### config.mk
export PLATFORM = sky130hd
export DESIGN_NAME = psum_buffer_ctrl
export DESIGN_NICKNAME = d
export VERILOG_FILES = /design/src/rtl/pe_pkg.sv /design/src/rtl/psum_addr_counter.sv /design/src/rtl/psum_buffer_ctrl.sv
export SDC_FILE = /design/constraint.sdc
export NUM_CORES = 1
export LEC_CHECK = 0
export CORE_AREA = 2 2 421 423
export CTS_BUF_LIST = sky130_fd_sc_hd__clkbuf_4
export DETAILED_ROUTE_END_ITERATION = 10
export DIE_AREA = 0 0 423 425
export SYNTH_ARGS = -nofsm -noshare
export SYNTH_HDL_FRONTEND = slang
export SYNTH_SLANG_ARGS = --single-unit
### constraint.sdc
create_clock -name clk -period 21.9 [get_ports clk]
set_input_delay 4.38 -clock clk [delete_from_list [all_inputs] [get_ports clk]]
set_output_delay 4.38 -clock clk [all_outputs]
set_load 0.05 [all_outputs]
### src/rtl/pe_pkg.sv
// Shared definitions for the PE-array partial-sum path: default widths,
// the partial-sum word width, and the buffer sequencer state encoding.
package pe_pkg;

    localparam int PE_ARRAY_DIM  = 16;
    localparam int PE_ACC_WIDTH  = 32;
    localparam int PE_ADDR_WIDTH = 10;
    localparam int PE_PASS_WIDTH = 8;
    localparam int PSUM_WORD_W   = PE_ARRAY_DIM * PE_ACC_WIDTH;

    typedef enum logic [2:0] {
        ST_IDLE     = 3'd0,
        ST_ACC      = 3'd1,
        ST_BUBBLE   = 3'd2,
        ST_RD_ISSUE = 3'd3,
        ST_RD_WAIT  = 3'd4,
        ST_RD_HOLD  = 3'd5,
        ST_DONE     = 3'd6
    } psum_state_e;

endpackage

### src/rtl/psum_addr_counter.sv
// Buffer address pointer: clears to zero, steps on inc and wraps to zero
// at the terminal count (limit-1). The internal register is one bit wider
// than the address so a full 2^ADDR_WIDTH limit compares cleanly.
module psum_addr_counter
    import pe_pkg::*;
#(
    parameter int ADDR_WIDTH = PE_ADDR_WIDTH
) (
    input  logic                  clk,
    input  logic                  rst,
    input  logic                  clr,
    input  logic                  inc,
    input  logic [ADDR_WIDTH:0]   limit,
    output logic [ADDR_WIDTH-1:0] ptr,
    output logic                  last
);

    localparam logic [ADDR_WIDTH:0] ONE = {{ADDR_WIDTH{1'b0}}, 1'b1};

    logic [ADDR_WIDTH:0] ptr_r;

    assign last = (ptr_r == (limit - ONE));
    assign ptr  = ptr_r[ADDR_WIDTH-1:0];

    // Pointer register: zero on clr, otherwise step and wrap at terminal count
    always_ff @(posedge clk or posedge rst) begin
        if (rst) begin
            ptr_r <= {(ADDR_WIDTH+1){1'b0}};
        end else if (clr) begin
            ptr_r <= {(ADDR_WIDTH+1){1'b0}};
        end else if (inc) begin
            if (last) begin
                ptr_r <= {(ADDR_WIDTH+1){1'b0}};
            end else begin
                ptr_r <= ptr_r + ONE;
            end
        end
    end

endmodule

### src/rtl/psum_buffer_ctrl.sv
// Partial-sum buffer sequencer. Runs num_pass accumulation passes over
// num_pix buffer addresses (pass 0 overwrites, later passes accumulate),
// then streams every address back out over a valid/ready interface.
// A one-cycle bubble after a single-address pass or the final pass keeps
// reads at least two cycles behind the last write to the same address.
// Optional build macro PSUM_CTRL_PERF_EN adds two saturating stall counters.
module psum_buffer_ctrl
    import pe_pkg::*;
#(
    parameter int ARRAY_DIM  = PE_ARRAY_DIM,
    parameter int ACC_WIDTH  = PE_ACC_WIDTH,
    parameter int ADDR_WIDTH = PE_ADDR_WIDTH,
    parameter int PASS_WIDTH = PE_PASS_WIDTH
) (
    input  logic                           clk,
    input  logic                           rst,
    input  logic                           start,
    input  logic [ADDR_WIDTH:0]            num_pix,
    input  logic [PASS_WIDTH-1:0]          num_pass,
    output logic                           busy,
    output logic                           done,
    input  logic                           in_valid,
    output logic                           in_ready,
    output logic [ADDR_WIDTH-1:0]          buf_addr,
    output logic                           buf_acc_enable,
    output logic                           buf_acc_clear,
    input  logic [ARRAY_DIM*ACC_WIDTH-1:0] buf_final_out,
    output logic [ARRAY_DIM*ACC_WIDTH-1:0] out_data,
    output logic                           out_valid,
    input  logic                           out_ready,
    output logic [ADDR_WIDTH-1:0]          out_addr
`ifdef PSUM_CTRL_PERF_EN
    ,
    output logic [31:0]                    perf_acc_stall,
    output logic [31:0]                    perf_out_stall
`endif
);

    localparam int WORD_W = ARRAY_DIM * ACC_WIDTH;
    localparam logic [ADDR_WIDTH:0]   NPIX_ONE = {{ADDR_WIDTH{1'b0}}, 1'b1};
    localparam logic [PASS_WIDTH-1:0] PASS_ONE = {{(PASS_WIDTH-1){1'b0}}, 1'b1};

    psum_state_e           state_r;
    psum_state_e           state_nxt_s;
    logic [ADDR_WIDTH:0]   num_pix_r;
    logic [PASS_WIDTH-1:0] num_pass_r;
    logic [PASS_WIDTH-1:0] pass_cnt_r;
    logic                  rd_next_r;
    logic                  rd_next_nxt_s;
    logic [WORD_W-1:0]     out_data_r;
    logic [ADDR_WIDTH-1:0] out_addr_r;
    logic                  out_valid_r;

    logic [ADDR_WIDTH-1:0] wr_ptr_s;
    logic [ADDR_WIDTH-1:0] rd_ptr_s;
    logic                  wr_last_s;
    logic                  rd_last_s;
    logic                  wr_clr_s;
    logic                  wr_inc_s;
    logic                  rd_clr_s;
    logic                  rd_inc_s;
    logic                  start_ok_s;
    logic                  last_pass_s;
    logic                  one_pix_s;

    assign start_ok_s  = start && (num_pix != {(ADDR_WIDTH+1){1'b0}})
                               && (num_pass != {PASS_WIDTH{1'b0}});
    assign last_pass_s = (pass_cnt_r == (num_pass_r - PASS_ONE));
    assign one_pix_s   = (num_pix_r == NPIX_ONE);

    psum_addr_counter #(.ADDR_WIDTH(ADDR_WIDTH)) u_wr_ptr (
        .clk   (clk),
        .rst   (rst),
        .clr   (wr_clr_s),
        .inc   (wr_inc_s),
        .limit (num_pix_r),
        .ptr   (wr_ptr_s),
        .last  (wr_last_s)
    );

    psum_addr_counter #(.ADDR_WIDTH(ADDR_WIDTH)) u_rd_ptr (
        .clk   (clk),
        .rst   (rst),
        .clr   (rd_clr_s),
        .inc   (rd_inc_s),
        .limit (num_pix_r),
        .ptr   (rd_ptr_s),
        .last  (rd_last_s)
    );

    // State and bubble-destination flag registers
    always_ff @(posedge clk or posedge rst) begin
        if (rst) begin
            state_r   <= ST_IDLE;
            rd_next_r <= 1'b0;
        end else begin
            state_r   <= state_nxt_s;
            rd_next_r <= rd_next_nxt_s;
        end
    end

    // Next-state logic and pointer control
    always_comb begin
        state_nxt_s   = state_r;
        rd_next_nxt_s = rd_next_r;
        wr_clr_s      = 1'b0;
        wr_inc_s      = 1'b0;
        rd_clr_s      = 1'b0;
        rd_inc_s      = 1'b0;
        case (state_r)
            ST_IDLE: begin
                if (start_ok_s) begin
                    wr_clr_s    = 1'b1;
                    rd_clr_s    = 1'b1;
                    state_nxt_s = ST_ACC;
                end else if (start) begin
                    state_nxt_s = ST_DONE;
                end else begin
                    state_nxt_s = ST_IDLE;
                end
            end
            ST_ACC: begin
                if (in_valid) begin
                    wr_inc_s = 1'b1;
                    if (wr_last_s && last_pass_s) begin
                        rd_next_nxt_s = 1'b1;
                        state_nxt_s   = ST_BUBBLE;
                    end else if (wr_last_s && one_pix_s) begin
                        rd_next_nxt_s = 1'b0;
                        state_nxt_s   = ST_BUBBLE;
                    end else begin
                        state_nxt_s = ST_ACC;
                    end
                end else begin
                    state_nxt_s = ST_ACC;
                end
            end
            ST_BUBBLE: begin
                if (rd_next_r) begin
                    state_nxt_s = ST_RD_ISSUE;
                end else begin
                    state_nxt_s = ST_ACC;
                end
            end
            ST_RD_ISSUE: state_nxt_s = ST_RD_WAIT;
            ST_RD_WAIT:  state_nxt_s = ST_RD_HOLD;
            ST_RD_HOLD: begin
                if (out_ready && rd_last_s) begin
                    state_nxt_s = ST_DONE;
                end else if (out_ready) begin
                    rd_inc_s    = 1'b1;
                    state_nxt_s = ST_RD_ISSUE;
                end else begin
                    state_nxt_s = ST_RD_HOLD;
                end
            end
            ST_DONE: state_nxt_s = ST_IDLE;
            default: state_nxt_s = ST_IDLE;
        endcase
    end

    // Job configuration latch and pass counter
    always_ff @(posedge clk or posedge rst) begin
        if (rst) begin
            num_pix_r  <= {(ADDR_WIDTH+1){1'b0}};
            num_pass_r <= {PASS_WIDTH{1'b0}};
            pass_cnt_r <= {PASS_WIDTH{1'b0}};
        end else if ((state_r == ST_IDLE) && start_ok_s) begin
            num_pix_r  <= num_pix;
            num_pass_r <= num_pass;
            pass_cnt_r <= {PASS_WIDTH{1'b0}};
        end else if ((state_r == ST_ACC) && in_valid && wr_last_s) begin
            pass_cnt_r <= pass_cnt_r + PASS_ONE;
        end
    end

    // Readout word capture and hold until the downstream handshake
    always_ff @(posedge clk or posedge rst) begin
        if (rst) begin
            out_data_r  <= {WORD_W{1'b0}};
            out_addr_r  <= {ADDR_WIDTH{1'b0}};
            out_valid_r <= 1'b0;
        end else begin
            case (state_r)
                ST_RD_WAIT: begin
                    out_data_r  <= buf_final_out;
                    out_addr_r  <= rd_ptr_s;
                    out_valid_r <= 1'b1;
                end
                ST_RD_HOLD: begin
                    if (out_ready) begin
                        out_valid_r <= 1'b0;
                    end
                end
                default: out_valid_r <= 1'b0;
            endcase
        end
    end

    // Buffer address select: write pointer while accumulating, read pointer during readout
    always_comb begin
        buf_addr = {ADDR_WIDTH{1'b0}};
        case (state_r)
            ST_ACC:      buf_addr = wr_ptr_s;
            ST_RD_ISSUE: buf_addr = rd_ptr_s;
            ST_RD_WAIT:  buf_addr = rd_ptr_s;
            ST_RD_HOLD:  buf_addr = rd_ptr_s;
            default:     buf_addr = {ADDR_WIDTH{1'b0}};
        endcase
    end

    assign busy           = (state_r != ST_IDLE);
    assign done           = (state_r == ST_DONE);
    assign in_ready       = (state_r == ST_ACC);
    assign buf_acc_enable = in_valid & in_ready;
    assign buf_acc_clear  = in_ready & (pass_cnt_r == {PASS_WIDTH{1'b0}});
    assign out_data       = out_data_r;
    assign out_addr       = out_addr_r;
    assign out_valid      = out_valid_r;

`ifdef PSUM_CTRL_PERF_EN
    logic [31:0] perf_acc_stall_r;
    logic [31:0] perf_out_stall_r;

    // Stall counters: cleared on an accepted start, saturating at all-ones
    always_ff @(posedge clk or posedge rst) begin
        if (rst) begin
            perf_acc_stall_r <= 32'd0;
            perf_out_stall_r <= 32'd0;
        end else if ((state_r == ST_IDLE) && start) begin
            perf_acc_stall_r <= 32'd0;
            perf_out_stall_r <= 32'd0;
        end else begin
            if ((state_r == ST_ACC) && !in_valid && (perf_acc_stall_r != {32{1'b1}})) begin
                perf_acc_stall_r <= perf_acc_stall_r + 32'd1;
            end
            if ((state_r == ST_RD_HOLD) && !out_ready && (perf_out_stall_r != {32{1'b1}})) begin
                perf_out_stall_r <= perf_out_stall_r + 32'd1;
            end
        end
    end

    assign perf_acc_stall = perf_acc_stall_r;
    assign perf_out_stall = perf_out_stall_r;
`endif

endmodule

---- Yosys cells after proc, flatten, opt, wreduce, memory -nomap -nowiden ----
Cells that the tools add are included.
cells by class
  $add $sub $neg .......................... 5
  eq/ne operators ......................... 11
  muxes and demuxes ....................... 29
  bitwise logic cells ..................... 2
  reduce and logical (&&, ||, !) cells .... 19
operators by type and width
  operator                                               number
  2-to-1 mux 11 bit                                      6
  adder 11 x 1 -> 11 bit (second input constant)         2
  equality test 11 bit                                   2
  case mux 10 bit (2 select lines)                       1
  case mux 3 bit (6 select lines)                        1
  2-to-1 mux 8 bit                                       2
  2-to-1 mux 3 bit                                       5
  equality test 11 x 1 -> 1 bit (second input constant)  1
  nonzero test 11 bit                                    1
  subtractor 11 x 1 -> 11 bit (second input constant)    1
  2-to-1 mux 1 bit                                       10
  equality test 3 bit (second input constant)            3
  adder 8 x 1 -> 8 bit (second input constant)           1
  equality test 8 bit                                    1
  logical AND 1 bit                                      8
  zero test 8 bit                                        1
  nonzero test 2 bit                                     4
  nonzero test 8 bit                                     1
  subtractor 8 x 1 -> 8 bit (second input constant)      1
  equality test 3 x 2 -> 1 bit (second input constant)   2
  2-to-1 mux 2 bit                                       3
  equality test 3 x 1 -> 1 bit (second input constant)   1
  zero test 3 bit                                        1
  AND reduction 3 bit                                    1
  5 further kinds                                        6
word-level totals
  register bits after elaboration ......... 576
  input port bits ......................... 536
  output and inout bits ................... 538
  logic and storage cells ................. 76

---- Depth between registers and ports, before layout ----
  word-level depth ........................ 7
  mapped depth ............................ 11
  depth with buffers taken out ............ 9

---- Modules after synthesis ----
A second synthesis with hierarchy kept.
unflattened totals
  cells, all modules ...................... 1603
  area, all modules ....................... 23814.1 um^2
by module, submodules not included
  module                         times used  cells each  area an instance (um^2)  seq. area each (um^2)
  psum_buffer_ctrl               1           1308        21484.4                  13863.3
  psum_addr_counter at u_rd_ptr  1           147         1172.4                   275.3
  psum_addr_counter at u_wr_ptr  1           148         1157.4                   275.3

---- Worst setup path after synthesis ----
Ideal clock, no wire load.
  kind .................................... input-to-output
  from .................................... input in_valid
  to ...................................... output buf_acc_enable
  arrival ................................. 4.925 ns
  setup slack ............................. 12.595 ns
  cell stages on the path ................. 2
  buffers on the path ..................... 0
  cell sequence ........................... nand2_1 clkinv_1
on the way
  cells in the longest elaborated chain, start to end .. 1
RTL lines
  element      RTL line                 text
  from (decl)  psum_buffer_ctrl.sv:22   input logic in_valid,
  AND 1 bit    psum_buffer_ctrl.sv:215  assign buf_acc_enable = in_valid & in_ready;
  to (decl)    psum_buffer_ctrl.sv:25   output logic buf_acc_enable,
Every way passes these cells.

---- Worst setup path after layout ----
Same ends and word-level chain as after synthesis.

==> results.md <==
- Outcome: finished clean
- Layout fillers: ~19000
- Clock buffer depth: 3
- Endpoints failing setup: 0
- Number of hold buffers added after cts: 0
- Layout cells sized above 1: 29.1%
- DR vias/cell: 3.47
- Synthesized area per cell: 14.8 um2
- Design Power: 0.00711 W
- Most numerous cell in the Yosys netlist: dfrtp_1
- Post-CTS Resized: 0
- Yosys warning count: 0
- Detailed-route DRC error count: 0
- CTS tree: done
- DRT Pass-1 Iters: 5
- Root buffer cell: clkbuf_4
- Worst path depth: 4
- Sequential fraction of the synthesis area: 62.7%
- GRT overflow: 0
- Clk Latency, worst-skew pair: 1130 ps
- Top cells by count, synth: dfrtp_1 (576), mux2_2 (523), clkbuf_1 (82), nand2_1 (78), o21ai_0 (34)
- Seq cells post-synth: ~580
- Transition time of the tightest slew-check pin: 1210 ps
- FF-to-FF Start: state_r[1]$_DFF_PP0_
- Postcts setup bufs: 0
- HP Start: out_addr[1]$_DFFE_PP0P_
- TritonCTS Buffers: 174
- Synth cell types: 59
- Routability cong.: 0.880
- Die Ht: 425 um
- H-tree depth: 4
- Die Wd: 423 um
- Main synth FF type: dfrtp_1
- IO Port Bufs: 1073
- DP HPWL: 91.0 mm
- Clock Sinks: between 500 and 600
- Worst VDD drop: about 100 uV
- Worst Setup EP: buf_acc_enable
- Critical path fanouts, max: 10
- Clk_skew: about 49 ps
- Die ar.: about 0.18 mm2
- Endpoint class of the critical path: primary output
- Post-synth top area cell: dfrtp_1
- Placement Rows: around 150
- Number of global-route vias before repair: 18500
- Starting DRC count in detailed routing: ~950
- Mapped Cells: 1555
- Initial antenna violation count: 59
- Syn-to-layout area delta: 68.6%
- Asr flop ratio synth: 100%
- Tmin final: 10530 ps
- Worst slew margin: 19.4%
- Lkg Pwr: 15.3 nW
- Synth top area cells: dfrtp_1 (63%), mux2_2 (26%), clkbuf_1 (1.3%), nand2_1 (1.3%), xnor2_1 (1.1%)
- R2r setup slk: 17610 ps
- Crit path arrival time: between 6000 and 7000 ps
- Clock Pin Slew Worst Setup and Hold Paths: 50 ps
- Number of max-cap violations: 0
- CP Class: in2out
- Period utilisation layout: 48.1%
- Delay-heaviest family, CP: buffers and inverters
- Critical path launch point type: primary input
- Final net count: ~3300
- Routed Antenna Nets: 0
- Effective utilization at floorplan: 13.1%
- Detailed Route WL: 113 mm
- Buf/Inv on CP: 3
- Reg2Reg Depth: 6
- Aggregate global-route resource usage: between 10% and 20%
- Min-delay worst type: reg2reg
- Vias: roughly 18000
- CP Launch Point: in_valid
- CP Cell Sequence: clkdlybuf4s50_1 > nand2_1 > clkinv_1 > clkdlybuf4s50_1
- Setup_tns: 0 ps
- Routed wire length per instance: between 20 and 25 um
- IO Count: 1074
- Placeable Area: around 0.18 mm2
- RSZ-0062 raised after global routing: false
- Pin count of the biggest net entering global routing: 167
- WP data required: 17520 ps
- Most frequent CP cell: clkdlybuf4s50_1
- Number of enable flip-flop cells after synthesis: 0
- Yosys top cell area share: 62.7%
- Mapped cell area: 0.0230 mm2
- Max Clk Rate: between 90 and 100 MHz
- Syn nets: between 2000 and 2500
- Hold Vio Cnt, Final: 0
- Critical path's slowest cell: clkdlybuf4s50_1
- First-pass GRT wire length: 152 mm
- FF-to-FF End: out_data[43]$_DFFE_PP0P_
- Max-slew violations: 0
- WHS Path Cells: 1
- Crit-path max cell delay: 830 ps
- PwrDens: between 150 and 200 mW/mm2
cell families after synthesis:
logic type      Yosys count  synth area share, %
flops                   576                 62.7
mux                     536                 26.2
simple gates            193                 4.44
buf+inv                 110                 1.90
compound gates           90                 2.49
xor+xnor                 43                 1.90
fa+ha+maj                 7                0.381
power by group:
group          total, W  switching (W)  internal (W)
Sequential      0.00197       0.000388       0.00158
Clock           0.00109       0.000528      0.000561
Combinational   0.00406        0.00260       0.00146
Total           0.00711        0.00351       0.00360
per-layer routing:
layer / routed length, um / track usage [%] / up-vias / part of all wire, %
met5: 33 / 0 / - / 0.029
met4: 3160 / 4.92 / 4 / 2.8
met3: 9280 / 4.71 / 227 / 8.2
met2: 56500 / 19.9 / 728 / 50
met1: 44400 / 14.3 / 9150 / 39
li1: - / - / 8020 / -
state kept, by name (all words and copies together) (netlist names):
name,cells
pass_cnt_r,8
out_data,512
state_r,3
num_pass_r,8
u_rd_ptr.ptr_r,11
u_wr_ptr.ptr_r,11
num_pix_r,11
out_valid,1
out_addr,10
rd_next_r,1
worst min path at each step:
| stage | endpoint | slack, ps |
|---|---|---|
| 4_1_cts | out_data[255]$_DFFE_PP0P_ | 510 |
| 5_1_grt | out_data[255]$_DFFE_PP0P_ | 510 |
| 3_5_place_dp | out_data[309]$_DFFE_PP0P_ | 490 |
| 3_3_place_gp | out_data[297]$_DFFE_PP0P_ | 490 |
| 2_1_floorplan | num_pass_r[6]$_DFFE_PP0P_ | 460 |
| 6_report | out_addr[1]$_DFFE_PP0P_ | 500 |
through the flow:
step	cells	instance area [um2]	hold WS, ps	setup slack [ps]	util (%)
after floorplan	1555	23000	462	1410	-
after global placement	4894	36500	489	11310	20.8
after detailed placement	4894	36500	494	11330	20.8
after CTS	5202	38700	508	11320	22.1
after global routing	5217	38700	514	11270	22.1
final	5225	38800	503	11370	22.1
layout by cell type, fill, tap and decap left out, types with 13 or more instances in the layout:
master           Yosys  final
clkbuf_4             0    255
dfrtp_1            576    576
clkinv_1             1     35
xnor2_1             29     29
a21oi_1             17     17
mux2_2             523    523
buf_4                0     13
nor2_1              17     16
nand3_1             20     20
o21ai_0             34     34
clkdlybuf4s50_1      0   1073
inv_1               20     19
mux2i_1             13     13
diode_2              0     23
nand2_1             78     78
layout make-up:
class                      count  area [um2]  share of cell area, %
timing repair buffer        1088       10900                   28.1
multi-input combinational    869        8150                   21.0
sequential                   576       14400                   37.2
antenna                       23        57.6                  0.149
clock inverter                53         328                  0.846
tap                         2340        2930                   7.55
inverter                      21        86.3                  0.223
clock buffer                 255        1910                   4.94
(Power assumes the default switching activity.)
